==> src/rtl/demux1_2_buffered.sv <==
// 1:2 stream demultiplexer: steers each tagged input word into one of two
// per-channel FIFOs and counts words routed to each channel (saturating).
module demux1_2_buffered #(
  parameter int WIDTH = 8,
  parameter int DEPTH = 4,
  parameter int CNT_W = 16
) (
  input  logic             clk,
  input  logic             rst,
  input  logic [WIDTH-1:0] in_data,
  input  logic             in_sel,
  input  logic             in_valid,
  output logic             in_ready,
  output logic [WIDTH-1:0] out1_data,
  output logic             out1_valid,
  input  logic             out1_ready,
  output logic [WIDTH-1:0] out2_data,
  output logic             out2_valid,
  input  logic             out2_ready,
  output logic [CNT_W-1:0] cnt1,
  output logic [CNT_W-1:0] cnt2
);

  localparam int PTR_W = $clog2(DEPTH);
  localparam int OCC_W = PTR_W + 1;
  localparam logic [OCC_W-1:0] FULL_OCC = OCC_W'(DEPTH);

  // Index 0 is channel 1, index 1 is channel 2.
  logic [WIDTH-1:0] mem    [2][DEPTH];
  logic [PTR_W-1:0] wr_ptr [2];
  logic [PTR_W-1:0] rd_ptr [2];
  logic [OCC_W-1:0] occ    [2];
  logic [CNT_W-1:0] cnt    [2];
  logic [1:0]       full;
  logic [1:0]       valid;
  logic [1:0]       ready;
  logic [1:0]       push;
  logic [1:0]       pop;

  assign ready = {out2_ready, out1_ready};

  // NOTE: every always_comb output gets a default first so no path leaves it
  // unassigned, which would otherwise infer a latch.
  always_comb begin
    full  = '0;
    valid = '0;
    push  = '0;
    pop   = '0;
    for (int ch = 0; ch < 2; ch++) begin
      full[ch]  = (occ[ch] == FULL_OCC);
      valid[ch] = (occ[ch] != '0);
      pop[ch]   = valid[ch] && ready[ch];
    end
    // Full blocks the push even if that channel pops this cycle.
    in_ready = in_sel ? !full[1] : !full[0];
    push[0]  = in_valid && in_ready && !in_sel;
    push[1]  = in_valid && in_ready &&  in_sel;
  end

  // NOTE: sequential state uses non-blocking assignments only, so every
  // register samples pre-edge values regardless of statement order.
  // NOTE: the storage array is deliberately reset so out*_data reads 0 after
  // reset; this makes it flops rather than a RAM macro.
  always_ff @(posedge clk or posedge rst) begin
    if (rst) begin
      for (int ch = 0; ch < 2; ch++) begin
        wr_ptr[ch] <= '0;
        rd_ptr[ch] <= '0;
        occ[ch]    <= '0;
        cnt[ch]    <= '0;
        for (int i = 0; i < DEPTH; i++) mem[ch][i] <= '0;
      end
    end else begin
      for (int ch = 0; ch < 2; ch++) begin
        if (push[ch]) begin
          mem[ch][wr_ptr[ch]] <= in_data;
          wr_ptr[ch]          <= wr_ptr[ch] + 1'b1;
          if (cnt[ch] != '1) cnt[ch] <= cnt[ch] + 1'b1;
        end
        if (pop[ch]) rd_ptr[ch] <= rd_ptr[ch] + 1'b1;
        case ({push[ch], pop[ch]})
          2'b10:   occ[ch] <= occ[ch] + 1'b1;
          2'b01:   occ[ch] <= occ[ch] - 1'b1;
          default: occ[ch] <= occ[ch];
        endcase
      end
    end
  end

  assign out1_data  = mem[0][rd_ptr[0]];
  assign out2_data  = mem[1][rd_ptr[1]];
  assign out1_valid = valid[0];
  assign out2_valid = valid[1];
  assign cnt1       = cnt[0];
  assign cnt2       = cnt[1];

endmodule
==> config.mk <==
export PLATFORM = sky130hd
export DESIGN_NAME = demux1_2_buffered
export DESIGN_NICKNAME = d
export VERILOG_FILES = /design/src/rtl/demux1_2_buffered.sv
export SDC_FILE = /design/constraint.sdc
export NUM_CORES = 1
export LEC_CHECK = 0
export ABC_AREA = 0
export CELL_PAD_IN_SITES_DETAIL_PLACEMENT = 1
export CELL_PAD_IN_SITES_GLOBAL_PLACEMENT = 1
export CORE_MARGIN = 1
export CORE_UTILIZATION = 41
export CTS_CLUSTER_DIAMETER = 120
export DETAILED_ROUTE_END_ITERATION = 16
export PLACE_DENSITY_LB_ADDON = 0.3
export SETUP_SLACK_MARGIN = 0.4
export SLEW_MARGIN = 20
export SYNTH_ARGS = -nofsm -noshare
export SYNTH_HDL_FRONTEND = slang
export SYNTH_SLANG_ARGS = --single-unit
==> constraint.sdc <==
create_clock -name clk -period 3.4 [get_ports clk]
set_input_delay 0.68 -clock clk [delete_from_list [all_inputs] [get_ports clk]]
set_output_delay 0.68 -clock clk [all_outputs]
set_load 0.01 [all_outputs]
# After elaboration in Yosys (flattened, before gate mapping)
# Index checks and enable logic that the tools add are counted.
# totals
register_bits,110
in_bits,14
out_inout_bits,51
word_cells,75
# op_classes
add_sub_neg,10
n_lt_le_gt_ge,6
n_eq_ne,8
muxes,15
bitwise_logic,4
n_reduce_logical,16
# op_table
operator,n
$bwmux 32,2
$mux 8,6
$add 16x1->16 const B,2
$bmux 8 s2,2
$demux 8 s2,2
$ne 16x16->1 const B,2
$ge 3x3->1 const B,4
$not 2->3,4
$pmux 3 s2,2
$add 2x1->2 const B,4
$logic_and 1x1->1,7
$add 3x1->3 const B,2
$eq 3x3->1 const B,2
$lt 3x1->1 const B,2
$reduce_bool 3->1,2
$sub 3x1->3 const B,2
$eq 2x1->1 const B,2
$eq 2x2->1 const B,2
$reduce_and 2->1,2
$reduce_bool 2->1,2
$logic_not 1->1,3
$mux 1,1

# Longest topological paths before layout
# Gate-level depths: netlist (run 1).
# logic_depth
word_depth,7
ltp_mapped,10
depth_no_buf,9

# Least setup slack after synthesis (run 1)
# No wires, ideal clock.
# synth_timing
kind,register to register
from,reg occ[0] in the netlist's numbering
to,reg occ[2] in the netlist's numbering
setup_ns,0.079
arrival_ns,2.160
required_ns,3.321
slack_ns,1.161
stages_incl_launch_ff,11
path_buffers,1
period_less_slack_ns,2.239
path_cell_list,dfrtp_1 -> or3b_1 -> and3_4 -> buf_6 -> inv_8 -> ha_1 -> inv_1 -> fa_1 -> xor2_1 -> nor2_1 -> xor2_1
# synth_between
elab_chain_cells,7
word_cells_on_any_way,13
classes_between,add/sub (2); eq/ne (3); mux (2); reduce/logical (6)
# synth_rtl
element,line,rtl
from (decl),32,logic [OCC_W-1:0] occ [2];
"from (signal, indexed assignment)",82,2'b10: occ[ch] <= occ[ch] + 1'b1;
"from (signal, indexed assignment)",83,2'b01: occ[ch] <= occ[ch] - 1'b1;
"from (signal, indexed assignment)",84,default: occ[ch] <= occ[ch];
$eq 3x3->1,50,full[ch] = (occ[ch] == FULL_OCC);
$logic_not 1->1,55,in_ready = in_sel ? !full[1] : !full[0];
$mux 1,55,
$logic_and 1x1->1 (2 in a row),57,push[1] = in_valid && in_ready && in_sel;
$eq 2x1->1 / $eq 2x2->1 (equally long branches),81,"case ({push[ch], pop[ch]})"
$pmux 3 s2 / $reduce_bool 2->1 (equally long branches),--,
# Several ways; a longest one is shown, not always the timed one.
# A chain may end at the register's enable or synchronous reset.

# Final worst setup path (run 1)
# layout_timing
from,reg rd_ptr[2] in the netlist's numbering
to,out out1_data[7]
# layout_between
elab_chain_cells,4
# layout_rtl
element,line,rtl
from (decl),31,logic [PTR_W-1:0] rd_ptr [2];
"from (signal, indexed assignment)",80,if (pop[ch]) rd_ptr[ch] <= rd_ptr[ch] + 1'b1;
$not 2->3 (implied by the code),90,assign out1_data = mem[0][rd_ptr[0]];
$bmux 8 s2,90,
$mux 8 (implied by the code) (2 in a row),90,
to (decl),14,"output logic [WIDTH-1:0] out1_data,"
# No other way between the ends. The select of a mux whose other input is x is not followed.

==> flow_summary.html, run 1 <==
<table>
<tr><th>Metric</th><th>Value</th></tr>
<tr><th colspan="2">Critical path</th></tr>
<tr><td>Worst r2r path cells</td><td>9</td></tr>
<tr><td>Arr. time, crit path</td><td>roughly 2.2 ns</td></tr>
<tr><td>Data required time at the worst endpoint</td><td>2.72 ns</td></tr>
<tr><td>Critical Path Sink Type</td><td>primary output</td></tr>
<tr><td>Cell-by-cell listing of the critical path</td><td>mux4_2 &gt; clkdlybuf4s50_1</td></tr>
<tr><td>Reg2Reg Setup Slack</td><td>about 0.99 ns</td></tr>
<tr><td>Beginning of the worst register-to-register path</td><td>occ[0]</td></tr>
<tr><td>Critical path launch point type</td><td>flip-flop</td></tr>
<tr><td>Crit path largest cell delay</td><td>~0.72 ns</td></tr>
<tr><td>CP max-delay cell</td><td>dfrtp_1</td></tr>
<tr><td>Worst setup path startpoint</td><td>rd_ptr[2]</td></tr>
<tr><td>Critical path peak fanout</td><td>10</td></tr>
<tr><td>Endpoint of the most critical setup path</td><td>out1_data[7]</td></tr>
<tr><td>Critical path start-end classification</td><td>reg -&gt; out</td></tr>
<tr><td>Endpoint of the worst-slack reg-to-reg timing path</td><td>occ[2]</td></tr>
<tr><th colspan="2">Placed design</th></tr>
<tr><td>Placed wire-length estimate after detailed placement</td><td>7.40 mm</td></tr>
<tr><td>Port Buffers</td><td>64</td></tr>
<tr><td>Final GP Congestion</td><td>about 0.73</td></tr>
<tr><th colspan="2">Route</th></tr>
<tr><td>Vias</td><td>around 3,200</td></tr>
<tr><td>Overall routed net length</td><td>around 11 mm</td></tr>
<tr><td>Count of TritonRoute iterations in the first routing pass</td><td>4</td></tr>
<tr><td>Routed Antenna Nets</td><td>0</td></tr>
<tr><td>Via density per instance</td><td>around 5.2</td></tr>
<tr><td>Post-route DRC violation count</td><td>0</td></tr>
<tr><td>DRT iter0 DRCs</td><td>roughly 120</td></tr>
<tr><td>Wire length per cell after detailed routing</td><td>17.7 µm</td></tr>
<tr><th colspan="2">Clock network</th></tr>
<tr><td>CTS Buf Count</td><td>9</td></tr>
<tr><td>Clk Latency, worst-skew pair</td><td>between 0.3 and 0.4 ns</td></tr>
<tr><td>TritonCTS clock tree</td><td>built</td></tr>
<tr><td>Post CTS Setup Buffer Count</td><td>0</td></tr>
<tr><td>Reg clk slew, reported paths</td><td>~0.070 ns</td></tr>
<tr><td>Longest Clk Path Bufs</td><td>2</td></tr>
<tr><td>Cell at the root of the clock tree</td><td>clkbuf_16</td></tr>
<tr><td>Total of hold buffers inserted after clock tree synthesis</td><td>0</td></tr>
<tr><td>Count of clock tree sinks</td><td>between 100 and 150</td></tr>
<tr><td>H-tree Lvls</td><td>3</td></tr>
<tr><td>Post-CTS Resized</td><td>0</td></tr>
<tr><th colspan="2">STA</th></tr>
<tr><td>Max-slew violations</td><td>0</td></tr>
<tr><td>Worst relative slew slack</td><td>0.455</td></tr>
<tr><td>Final-report setup violation count</td><td>0</td></tr>
<tr><td>Smallest hold slack</td><td>just under 0.5 ns</td></tr>
<tr><td>Total count of hold-check failures in the final report</td><td>0</td></tr>
<tr><td>Sum of negative setup slack</td><td>0 ns</td></tr>
<tr><td>Final critical delay including setup and external delays</td><td>between 2 and 3 ns</td></tr>
<tr><td>Fraction of the cycle the final worst path needs</td><td>0.834</td></tr>
<tr><td>RSZ-0062 raised after global routing</td><td>no</td></tr>
<tr><td>Final Skew</td><td>~0.0074 ns</td></tr>
<tr><td>Tightest Pin Transition</td><td>about 0.8 ns</td></tr>
<tr><td>Peak Freq</td><td>0.353 GHz</td></tr>
<tr><th colspan="2">Synthesis</th></tr>
<tr><td>Prevailing post-synth register cell</td><td>dfrtp_1</td></tr>
<tr><td>Post-synth net total</td><td>approximately 400</td></tr>
<tr><td>Mux share of post-synthesis cell area</td><td>0.231</td></tr>
<tr><td>Count of distinct cell types in the synthesized netlist</td><td>42</td></tr>
<tr><td>Post-synth top area share</td><td>0.531</td></tr>
<tr><td>Area share of and/or/nand/nor cells after synthesis</td><td>0.112</td></tr>
<tr><td>Count of state elements after synthesis</td><td>between 100 and 150</td></tr>
<tr><td>Adder and majority gate portion of the synthesized area</td><td>0.0367</td></tr>
<tr><td>Xor and xnor fraction of the mapped netlist area</td><td>0.0574</td></tr>
<tr><td>Share of the synthesized area in compound gates (AO/OA/AOI/OAI)</td><td>0.0121</td></tr>
<tr><td>Post-synthesis cell count</td><td>~370</td></tr>
<tr><td>Most used standard cell by instance count after synthesis</td><td>dfrtp_1</td></tr>
<tr><td>Leading post-synthesis cells by instance count</td><td>dfrtp_1 (110), mux2_2 (68), xor2_1 (27), nand2_1 (18), mux4_2 (16)</td></tr>
<tr><td>Cell area after technology mapping</td><td>about 5200 µm²</td></tr>
<tr><td>Largest cells by area after synthesis</td><td>dfrtp_1 (53%), mux2_2 (15%), mux4_2 (6.9%)</td></tr>
<tr><td>Proportion of synthesized flip-flops having asynchronous set or reset</td><td>1.00</td></tr>
<tr><td>Mean instance size in the synthesized netlist</td><td>~14 µm²</td></tr>
<tr><td>Number of synthesized flops with an enable pin</td><td>0</td></tr>
<tr><td>Seq/Total Area, Yosys</td><td>0.531</td></tr>
<tr><td>Ys Warns</td><td>0</td></tr>
<tr><td>Cell type with the largest total area after synthesis</td><td>dfrtp_1</td></tr>
<tr><td>Main combinational cell family by area after synthesis</td><td>multiplexers</td></tr>
<tr><th colspan="2">Floorplan</th></tr>
<tr><td>Die outline height</td><td>roughly 110 µm</td></tr>
<tr><td>Count of standard-cell rows</td><td>40</td></tr>
<tr><td>IO Pins</td><td>65</td></tr>
<tr><td>Die Width</td><td>between 100 and 150 µm</td></tr>
<tr><td>Area inside the core boundary</td><td>around 12,000 µm²</td></tr>
<tr><td>Die area</td><td>approximately 13,000 µm²</td></tr>
<tr><td>Effective utilization at floorplan</td><td>0.427</td></tr>
<tr><th colspan="2">GRT</th></tr>
<tr><td>Overall global routing resource usage</td><td>0.182</td></tr>
<tr><td>Leftover overflow at the end of global routing</td><td>0</td></tr>
<tr><td>Antenna violations before repair</td><td>0</td></tr>
<tr><td>Maximum number of pins on one net before global-route repair</td><td>90</td></tr>
<tr><td>First-pass GRT wire length</td><td>18.1 mm</td></tr>
<tr><td>Via count of the first global-routing pass</td><td>3,517</td></tr>
<tr><th colspan="2">Pwr</th></tr>
<tr><td>Leakage dissipation</td><td>between 2 and 3 nW</td></tr>
<tr><td>Worst vdd ir</td><td>a little under 0.4 mV</td></tr>
<tr><td>Ratio of total power to cell area</td><td>870 nW/µm²</td></tr>
<tr><td>Power after layout</td><td>0.00553 W</td></tr>
<tr><th colspan="2">Run</th></tr>
<tr><td>Maximum capacitance violations</td><td>0</td></tr>
<tr><th colspan="2">Run status</th></tr>
<tr><td>Outcome</td><td>completed</td></tr>
<tr><th colspan="2">Final layout</th></tr>
<tr><td>Layout-stage area growth over the synthesis result</td><td>22.5%</td></tr>
<tr><td>Total number of nets in the final design</td><td>472</td></tr>
<tr><td>Count of inserted antenna diode cells</td><td>0</td></tr>
<tr><td>Layout cell share with drive strength beyond 1</td><td>0.272</td></tr>
<tr><th colspan="2">Hold path</th></tr>
<tr><td>Source of the worst hold timing path</td><td>occ[2]</td></tr>
<tr><td>Tightest Hold Check Type</td><td>reg -&gt; reg</td></tr>
</table>
## state kept, by name, indices dropped and copies added, names as in the netlist
name / cells
cnt1: 16
cnt2: 16
mem: 64
wr_ptr: 4
occ: 6
rd_ptr: 4
## placed cells by master, fill, tap and decap left out, types with 3 or more instances in the layout
cell	instances
dfrtp_1	109
mux2_2	68
clkdlybuf4s50_1	64
xor2_1	27
nand2_1	18
mux4_2	16
ha_1	12
inv_1	11
nor3_1	11
nand4_1	10
clkbuf_16	9
nand3_1	8
nor4_1	8
xnor2_1	7
nand2_4	7
nor2_1	6
and2_1	4
or3_1	4
and3_1	4
mux2i_1	3
a21oi_1	3
## logic make-up after synthesis
logic type | Yosys count
DFF | 110
and+or+nand+nor | 94
muxes | 90
xor gates and xnor gates | 34
buffers and inverters | 21
adders and majority gates | 14
AOI/OAI and AO/OA | 10
## layer usage
metal,track usage,share of wire
met5,0,0
met3,0.0487,0.031
met2,0.305,0.50
met1,0.236,0.47
met4,0.0390,0.0040
## worst max-delay path: cells and delay by family (launching register included)
kind,cells,cell delay (ns)
buffers and inverters,1,0.50
multiplexers,1,0.60
flip-flops,1,0.72
## power breakdown
| part | internal, W | switching [W] | total [W] |
|---|---|---|---|
| combinational | 0.00131 | 0.000782 | 0.00209 |
| clock | 0.000680 | 0.000453 | 0.00113 |
| sequential | 0.00184 | 0.000458 | 0.00230 |
## how the worst min path moves through the flow
stage	to	cells past startpoint
6_report	occ[2]	1
5_1_grt	mem[17]	1
4_1_cts	occ[2]	1
3_5_place_dp	occ[2]	1
3_3_place_gp	occ[5]	1
2_1_floorplan	occ[5]	1
## layout make-up
class / count / area, µm²
fill: 1222 / 5810
clock inverter: 4 / 70.1
multi-input combinational: 242 / 2330
timing repair buffer: 67 / 676
inverter: 14 / 63.8
clock buffer: 11 / 253
tap: 168 / 210
sequential: 110 / 2750
## stage by stage
step           utilization  worst slack, ns  std cells  cell area (µm²)
6_report             0.523            0.564        616             6360
2_1_floorplan            -             1.16        373             5190
4_1_cts              0.523            0.468        616             6350
3_5_place_dp         0.496            0.657        601             6030
5_1_grt              0.523            0.433        616             6360
3_3_place_gp         0.496            0.705        601             6030
Note: power is estimated with default switching activity, not from simulation.
==> run 2: changes to the inputs <==
Settings changed: CORE_UTILIZATION 41 to 46.
Clock period 3.4 ns to 2.7 ns, I/O delays scaled along.
==> run 2 against run 1 <==
  * Global-route usage up 3.3 points
  * Combinational power up 32%
  * Critical path depth up 1
  * Wire length up 4.6%
  * Clock skew down 0.0011 ns
  * Flip-flop and latch count unchanged
  * Clock power up 14%
  * Setup slack worse by 0.096 ns
  * Utilization up 6.9 points
  * Register-to-register slack worse by 0.49 ns
  * Via count up 5.1%
  * Cell count down 1.3%
  * Critical path type unchanged
==> flow_summary.html, run 2 (same netlist as run 1, synthesis figures left out) <==
<table>
<tr><th>Metric</th><th>Value</th></tr>
<tr><th colspan="2">Hold path</th></tr>
<tr><td>Hold Path Depth</td><td>1 (unchanged)</td></tr>
<tr><td>Tightest Hold Check Type</td><td>reg -&gt; reg</td></tr>
<tr><th colspan="2">Route</th></tr>
<tr><td>Via density per instance</td><td>5.53 (+6.5%)</td></tr>
<tr><td>DRT iter0 DRCs</td><td>109 (-8.4%)</td></tr>
<tr><td>Count of TritonRoute iterations in the first routing pass</td><td>5 (+1)</td></tr>
<tr><td>Vias</td><td>3,360 (+5.1%)</td></tr>
<tr><td>Wire length per cell after detailed routing</td><td>18.7 µm (+5.9%)</td></tr>
<tr><td>Overall routed net length</td><td>11.4 mm (+4.6%)</td></tr>
<tr><td>Routed Antenna Nets</td><td>0 (unchanged)</td></tr>
<tr><td>Post-route DRC violation count</td><td>0 (unchanged)</td></tr>
<tr><th colspan="2">Floorplan</th></tr>
<tr><td>Area inside the core boundary</td><td>10,900 µm² (-10%)</td></tr>
<tr><td>Die outline height</td><td>108 µm (-5.5%)</td></tr>
<tr><td>Effective utilization at floorplan</td><td>0.474 (+0.0478)</td></tr>
<tr><td>Die Width</td><td>108 µm (-5.5%)</td></tr>
<tr><td>Count of standard-cell rows</td><td>38 (-5.0%)</td></tr>
<tr><td>Die area</td><td>11,700 µm² (-11%)</td></tr>
<tr><td>IO Pins</td><td>65 (unchanged)</td></tr>
<tr><th colspan="2">Critical path</th></tr>
<tr><td>Critical path peak fanout</td><td>7 (-3)</td></tr>
<tr><td>Worst r2r path cells</td><td>9 (unchanged)</td></tr>
<tr><td>Critical path launch point type</td><td>flip-flop</td></tr>
<tr><td>Data required time at the worst endpoint</td><td>2.16 ns (-0.56 ns)</td></tr>
<tr><td>Critical Path Sink Type</td><td>primary output</td></tr>
<tr><td>Critical path start-end classification</td><td>reg -&gt; out</td></tr>
<tr><td>Arr. time, crit path</td><td>1.69 ns (-0.47 ns)</td></tr>
<tr><th colspan="2">Final layout</th></tr>
<tr><td>Post-Route Utilization</td><td>0.592 (+0.0694)</td></tr>
<tr><td>Most common cell after layout, fill and taps aside</td><td>dfrtp_1</td></tr>
<tr><td>Register bank with the most flops</td><td>mem</td></tr>
<tr><td>Layout cell share with drive strength beyond 1</td><td>0.323 (+0.0503)</td></tr>
<tr><td>Total number of nets in the final design</td><td>491 (+4.0%)</td></tr>
<tr><td>Count of inserted antenna diode cells</td><td>0 (unchanged)</td></tr>
<tr><td>Layout-stage area growth over the synthesis result</td><td>24.8%</td></tr>
<tr><td>Largest register FFs</td><td>64 (unchanged)</td></tr>
<tr><td>Commonest cells after routing, fill and taps aside</td><td>dfrtp_1 (105), mux2_2 (68), clkdlybuf4s50_1 (46)</td></tr>
<tr><th colspan="2">Clock network</th></tr>
<tr><td>Longest Clk Path Bufs</td><td>2 (unchanged)</td></tr>
<tr><td>Reg clk slew, reported paths</td><td>0.07 ns (about the same)</td></tr>
<tr><td>Cell at the root of the clock tree</td><td>clkbuf_16</td></tr>
<tr><td>Count of clock tree sinks</td><td>110 (unchanged)</td></tr>
<tr><td>TritonCTS clock tree</td><td>built</td></tr>
<tr><td>H-tree Lvls</td><td>3 (unchanged)</td></tr>
<tr><td>Clk Latency, worst-skew pair</td><td>0.34 ns (about the same)</td></tr>
<tr><td>CTS Buf Count</td><td>9 (unchanged)</td></tr>
<tr><td>Total of hold buffers inserted after clock tree synthesis</td><td>0 (unchanged)</td></tr>
<tr><th colspan="2">STA</th></tr>
<tr><td>Final critical delay including setup and external delays</td><td>between 2 and 2.5 ns</td></tr>
<tr><td>RSZ-0062 raised after global routing</td><td>no</td></tr>
<tr><td>Max-slew violations</td><td>0 (unchanged)</td></tr>
<tr><td>Worst relative slew slack</td><td>0.644 (+0.188)</td></tr>
<tr><td>Final-report setup violation count</td><td>0 (unchanged)</td></tr>
<tr><td>Peak Freq</td><td>~0.45 GHz</td></tr>
<tr><td>Tightest Pin Transition</td><td>0.533 ns (-0.276 ns)</td></tr>
<tr><td>Total count of hold-check failures in the final report</td><td>0 (unchanged)</td></tr>
<tr><td>Fraction of the cycle the final worst path needs</td><td>0.826</td></tr>
<tr><td>Sum of negative setup slack</td><td>0 ns (unchanged)</td></tr>
<tr><td>Final Skew</td><td>0.00631 ns (-0.00108 ns)</td></tr>
<tr><th colspan="2">Run status</th></tr>
<tr><td>Outcome</td><td>completed</td></tr>
<tr><th colspan="2">Pwr</th></tr>
<tr><td>Worst vdd ir</td><td>0.707 mV (+80%)</td></tr>
<tr><td>Leakage dissipation</td><td>2.92 nW (+4.3%)</td></tr>
<tr><td>Ratio of total power to cell area</td><td>1070 nW/µm² (+22%)</td></tr>
<tr><th colspan="2">GRT</th></tr>
<tr><td>Maximum number of pins on one net before global-route repair</td><td>57 (-37%)</td></tr>
<tr><td>First-pass GRT wire length</td><td>19.0 mm (+4.6%)</td></tr>
<tr><td>Via count of the first global-routing pass</td><td>3,609 (+2.6%)</td></tr>
<tr><td>Overall global routing resource usage</td><td>0.215 (+0.0335)</td></tr>
<tr><td>Antenna violations before repair</td><td>0 (unchanged)</td></tr>
<tr><td>Leftover overflow at the end of global routing</td><td>0 (unchanged)</td></tr>
<tr><th colspan="2">Placed design</th></tr>
<tr><td>Port Buffers</td><td>64 (unchanged)</td></tr>
<tr><td>Final GP Congestion</td><td>0.730 (about the same)</td></tr>
<tr><td>Placed wire-length estimate after detailed placement</td><td>7.75 mm (+4.8%)</td></tr>
<tr><th colspan="2">Run</th></tr>
<tr><td>Maximum capacitance violations</td><td>0 (unchanged)</td></tr>
</table>
-- run 2: metrics by stage --
| stage | instances | setup WS, ns | hold WS, ns | power (W) | instance area [µm²] |
|---|---|---|---|---|---|
| after floorplan | 373 | 0.461 | 0.446 | 0.00447 | 5190 |
| after global placement | 580 | 0.194 | 0.466 | 0.00549 | 6070 |
| after detailed placement | 580 | 0.107 | 0.480 | 0.00566 | 6070 |
| after CTS | 603 | 0.248 | 0.497 | 0.00690 | 6410 |
| after global routing | 608 | 0.390 | 0.507 | 0.00735 | 6470 |
| final | 608 | 0.468 | 0.499 | 0.00690 | 6470 |
-- run 2: path summary, 6_finish.rpt --
| kind | from | endpoint | slack (ns) |
|---|---|---|---|
| min reg2reg | occ[2] | occ[2] | 0.50 |
| max in group asynchronous | rst | rd_ptr[3] | 1.45 |
| max | rd_ptr[2] | out1_data[1] | 0.47 |
| min in group asynchronous | rst | cnt1[1] | 0.58 |
| min | occ[2] | occ[2] | 0.50 |
| max reg2reg | occ[3] | occ[5] | 0.50 |
-- run 2: power breakdown --
part           total, W  internal [W]  switching (W)
clock           0.00129      0.000700       0.000588
combinational   0.00276       0.00165        0.00111
sequential      0.00285       0.00233       0.000519
-- run 2: cell type report --
cell class / count / area [µm²]
fill: 1070 / 4460
sequential: 110 / 2760
multi-input combinational: 242 / 2350
timing repair buffer: 86 / 833
clock buffer: 13 / 270
tap: 140 / 175
inverter: 14 / 63.8
clock inverter: 3 / 17.5
-- run 2: what timing repair did --
action                                  in CTS  in global routing
resized for setup                           23                  9
pin swaps                                    0                  5
buffers inserted                             7                  5
endpoints found under the setup margin      19                  5
cloned                                       0                  0
-- run 2: routing by layer --
metal,GRT usage,share of wire,up-vias
met1,0.284,0.44,1739
met5,0,0,-
met4,0.0489,0.0068,0
li1,-,-,1527
met3,0.0530,0.039,11
met2,0.359,0.51,83
-- run 2: worst max-delay path, stage by stage (launching register included) --
cell and delay [ns]:
dfrtp_2 0.40, buf_12 0.14, mux4_2 0.51, dlygate4sd2_1 0.30
==> run 3: changes to the inputs <==
Settings changed: CORE_UTILIZATION 46 to 41.
Clock period 2.7 ns to 1.9 ns, I/O delays scaled along.
==> run 3 against run 2 <==
  * The run now ends with setup timing left
  * Via count is 23% higher
  * Largest cell class is now multi-input combinational cells
  * Flip-flop and latch count stayed put
  * Power is 82% higher
  * Setup slack worse by 0.91 ns
  * Worst hold slack better by 0.0098 ns
  * Non-clock buffer count is 106 higher
==> flow_summary.html, run 3 (same netlist as run 1, synthesis figures left out) <==
<table>
<tr><th>Metric</th><th>Value</th></tr>
<tr><th colspan="2">Critical path</th></tr>
<tr><td>Data required time at the worst endpoint</td><td>2.13 ns (-0.03 ns)</td></tr>
<tr><td>Critical path launch point type</td><td>flip-flop</td></tr>
<tr><td>Worst Path Buf+Inv</td><td>3 (+1)</td></tr>
<tr><td>Crit path largest cell delay</td><td>0.40 ns (-0.11 ns)</td></tr>
<tr><td>Worst setup path startpoint</td><td>occ[0]</td></tr>
<tr><td>Critical Path Sink Type</td><td>flip-flop</td></tr>
<tr><td>Beginning of the worst register-to-register path</td><td>occ[0]</td></tr>
<tr><td>CP max-delay cell</td><td>dfrtp_1</td></tr>
<tr><td>Cell-by-cell listing of the critical path</td><td>buf_4 &gt; buf_6 &gt; or3_4 &gt; and2_4 &gt; ha_4 &gt; inv_2 &gt; fa_2 &gt; xor2_1 &gt; nor2_1 &gt; xor2_1</td></tr>
<tr><td>Critical path start-end classification</td><td>reg -&gt; reg</td></tr>
<tr><td>Arr. time, crit path</td><td>2.58 ns (+0.89 ns)</td></tr>
<tr><td>Delay-heaviest family, CP</td><td>simple AND/OR/NAND/NOR gates</td></tr>
<tr><td>Dominant cell type by count on the critical path</td><td>xor2_1</td></tr>
<tr><td>Critical path peak fanout</td><td>3 (-4)</td></tr>
<tr><th colspan="2">GRT</th></tr>
<tr><td>Overall global routing resource usage</td><td>0.276 (+0.0612)</td></tr>
<tr><td>Antenna violations before repair</td><td>1 (+1)</td></tr>
<tr><td>First-pass GRT wire length</td><td>26.6 mm (+40%)</td></tr>
<tr><td>Maximum number of pins on one net before global-route repair</td><td>56 (-1.8%)</td></tr>
<tr><td>Via count of the first global-routing pass</td><td>4,459 (+24%)</td></tr>
<tr><td>Leftover overflow at the end of global routing</td><td>0 (unchanged)</td></tr>
<tr><th colspan="2">Final layout</th></tr>
<tr><td>Largest register FFs</td><td>64 (unchanged)</td></tr>
<tr><td>Total number of nets in the final design</td><td>597 (+22%)</td></tr>
<tr><td>Post-Route Utilization</td><td>0.693 (+0.101)</td></tr>
<tr><td>Register bank with the most flops</td><td>mem</td></tr>
<tr><td>Count of inserted antenna diode cells</td><td>0 (unchanged)</td></tr>
<tr><td>Most common cell after layout, fill and taps aside</td><td>dfrtp_1</td></tr>
<tr><td>Commonest cells after routing, fill and taps aside</td><td>dfrtp_1 (98), buf_4 (75), mux2_4 (70)</td></tr>
<tr><td>Non-Filler Cell Area, Final</td><td>8430 µm² (+30%)</td></tr>
<tr><td>Layout cell share with drive strength beyond 1</td><td>0.622 (+0.300)</td></tr>
<tr><td>Layout-stage area growth over the synthesis result</td><td>62.5%</td></tr>
<tr><th colspan="2">Route</th></tr>
<tr><td>Vias</td><td>4,117 (+23%)</td></tr>
<tr><td>Via density per instance</td><td>5.56 (+0.67%)</td></tr>
<tr><td>Met1 Routed Length</td><td>8.33 mm (+66%)</td></tr>
<tr><td>DR WL met2</td><td>10.7 mm (+83%)</td></tr>
<tr><td>Post-route DRC violation count</td><td>0 (unchanged)</td></tr>
<tr><td>Routed wl met3</td><td>874 µm (+96%)</td></tr>
<tr><td>Wire length per cell after detailed routing</td><td>27.6 µm (+48%)</td></tr>
<tr><td>Routed Antenna Nets</td><td>0 (unchanged)</td></tr>
<tr><td>Overall routed net length</td><td>20.4 mm (+80%)</td></tr>
<tr><td>Count of TritonRoute iterations in the first routing pass</td><td>5 (unchanged)</td></tr>
<tr><td>DRT iter0 DRCs</td><td>283 (+160%)</td></tr>
<tr><td>Top sig layer</td><td>met5</td></tr>
<tr><th colspan="2">Placed design</th></tr>
<tr><td>Final GP Congestion</td><td>0.734 (+0.51%)</td></tr>
<tr><td>Port Buffers</td><td>64 (unchanged)</td></tr>
<tr><td>Placed wire-length estimate after detailed placement</td><td>7.98 mm (+3.0%)</td></tr>
<tr><td>Cell area reported after detailed placement</td><td>6560 µm² (+8.0%)</td></tr>
<tr><th colspan="2">Floorplan</th></tr>
<tr><td>Die area</td><td>13,100 µm² (+12%)</td></tr>
<tr><td>Effective utilization at floorplan</td><td>0.427 (-0.0478)</td></tr>
<tr><td>Die outline height</td><td>114 µm (+5.8%)</td></tr>
<tr><td>Count of standard-cell rows</td><td>40 (+5.3%)</td></tr>
<tr><td>Die Width</td><td>114 µm (+5.8%)</td></tr>
<tr><td>Area inside the core boundary</td><td>12,200 µm² (+11%)</td></tr>
<tr><td>IO Pins</td><td>65 (unchanged)</td></tr>
<tr><th colspan="2">STA</th></tr>
<tr><td>Fraction of the cycle the final worst path needs</td><td>1.23</td></tr>
<tr><td>Total count of hold-check failures in the final report</td><td>0 (unchanged)</td></tr>
<tr><td>Max-slew violations</td><td>0 (unchanged)</td></tr>
<tr><td>Sum of negative setup slack</td><td>-8.77 ns (-8.77 ns)</td></tr>
<tr><td>Tightest Pin Transition</td><td>0.549 ns (+0.0151 ns)</td></tr>
<tr><td>RSZ-0062 raised after global routing</td><td>yes</td></tr>
<tr><td>Final-report setup violation count</td><td>61 (+61)</td></tr>
<tr><td>Setup slack after layout</td><td>-0.446 ns (-0.914 ns)</td></tr>
<tr><td>Final Skew</td><td>0.00828 ns (+0.00197 ns)</td></tr>
<tr><td>Peak Freq</td><td>approximately 0.43 GHz</td></tr>
<tr><td>Worst relative slew slack</td><td>0.634 (-0.00934)</td></tr>
<tr><td>Final critical delay including setup and external delays</td><td>around 2.3 ns</td></tr>
<tr><th colspan="2">Run</th></tr>
<tr><td>Maximum capacitance violations</td><td>0 (unchanged)</td></tr>
<tr><th colspan="2">Pwr</th></tr>
<tr><td>Leakage dissipation</td><td>4.02 nW (+38%)</td></tr>
<tr><td>Net switching power</td><td>0.00441 W (+99%)</td></tr>
<tr><td>Fraction of power consumed by combinational cells</td><td>0.519 (+0.119)</td></tr>
<tr><td>Clock power share</td><td>0.148 (-0.039)</td></tr>
<tr><td>Internal power</td><td>0.00813 W (+73%)</td></tr>
<tr><td>Share of power burned in registers</td><td>0.334 (-0.079)</td></tr>
<tr><td>Worst vdd ir</td><td>0.976 mV (+38%)</td></tr>
<tr><td>Switching portion of total power</td><td>0.352 (+0.0309)</td></tr>
<tr><td>Ratio of total power to cell area</td><td>1490 nW/µm² (+40%)</td></tr>
<tr><th colspan="2">Run status</th></tr>
<tr><td>Outcome</td><td>finished, violations left</td></tr>
<tr><td>Violated checks</td><td>setup timing</td></tr>
<tr><th colspan="2">Clock network</th></tr>
<tr><td>Clk Latency, worst-skew pair</td><td>0.36 ns (+0.02 ns)</td></tr>
<tr><td>Cell at the root of the clock tree</td><td>clkbuf_16</td></tr>
<tr><td>Count of clock tree sinks</td><td>110 (unchanged)</td></tr>
<tr><td>Longest Clk Path Bufs</td><td>2 (unchanged)</td></tr>
<tr><td>Reg clk slew, reported paths</td><td>0.08 ns (about the same)</td></tr>
<tr><td>CTS Buf Count</td><td>9 (unchanged)</td></tr>
<tr><td>H-tree Lvls</td><td>3 (unchanged)</td></tr>
<tr><td>TritonCTS clock tree</td><td>built</td></tr>
<tr><th colspan="2">Hold path</th></tr>
<tr><td>Tightest Hold Check Type</td><td>in -&gt; async</td></tr>
</table>
run 3: changes by cell type in the layout (fill, tap and decap cells not counted), sizes merged:
cell | previous run | this run
buf | 22 | 154
clkbuf | 13 | 16
clkdlybuf4s15 | 1 | 10
clkdlybuf4s50 | 46 | 11
clkinv | 2 | 1
clkinvlp | 2 | 1
dlygate4sd2 | 15 | 14
dlymetal6s2s | 2 | 0
run 3: worst paths after layout:
kind                                   to  slack [ns]  depth (start not counted)
worst min-delay path              cnt1[2]        0.51                          3
max in group asynchronous       rd_ptr[1]        1.09                          3
min in group clk                  mem[40]        0.51                          1
worst max-delay path               occ[2]       -0.45                         10
worst min register to register    mem[40]        0.51                          1
worst max register to register     occ[2]       -0.45                         10
run 3: area by class of cell:
cell class                      count  area, µm²
Clock buffer                       13        270
Tap cell                          168        210
Fill cell                        1079       3730
Timing Repair Buffer              192       1830
Sequential cell                   110       2770
Inverter                           14       66.3
Multi-Input combinational cell    242       3280
Clock inverter                      1       5.00
run 3: worst register-to-register path, cell delays in order (launching register included):
cell     delay (ns)
dfrtp_1        0.40
buf_4          0.14
buf_6          0.11
or3_4          0.37
and2_4         0.17
ha_4           0.17
inv_2          0.07
fa_2           0.21
xor2_1         0.26
nor2_1         0.15
xor2_1         0.17
run 3: repair_timing:
item,CTS,global route
hold buffers,0,0
resized for setup,279,71
setup endpoints to repair,158,143
pin swaps,52,28
setup buffers,61,37
gates cloned,0,1
run 3: power groups by stage:
stage | combinational, W | sequential, W | clock (W)
after floorplan | 0.00297 | 0.00384 | 0
after global placement | 0.00449 | 0.00399 | 0
after detailed placement | 0.00463 | 0.00408 | 0
after CTS | 0.00549 | 0.00405 | 0.00186
after global routing | 0.00679 | 0.00427 | 0.00197
final | 0.00650 | 0.00418 | 0.00185
run 3: per-stage QoR:
step	cells	power (W)	hold slack (ns)	worst slack, ns
4_1_cts	702	0.0114	0.488	-0.113
5_1_grt	740	0.0130	0.527	-0.445
3_5_place_dp	627	0.00871	0.470	-0.338
6_report	740	0.0125	0.509	-0.446
2_1_floorplan	373	0.00681	0.444	-0.188
3_3_place_gp	627	0.00848	0.461	-0.277
run 3: routing by layer:
metal	track usage	up-vias
li1	-	1738
met1	0.337	2197
met2	0.494	139
met3	0.0625	41
met4	0.0710	2
met5	0	-
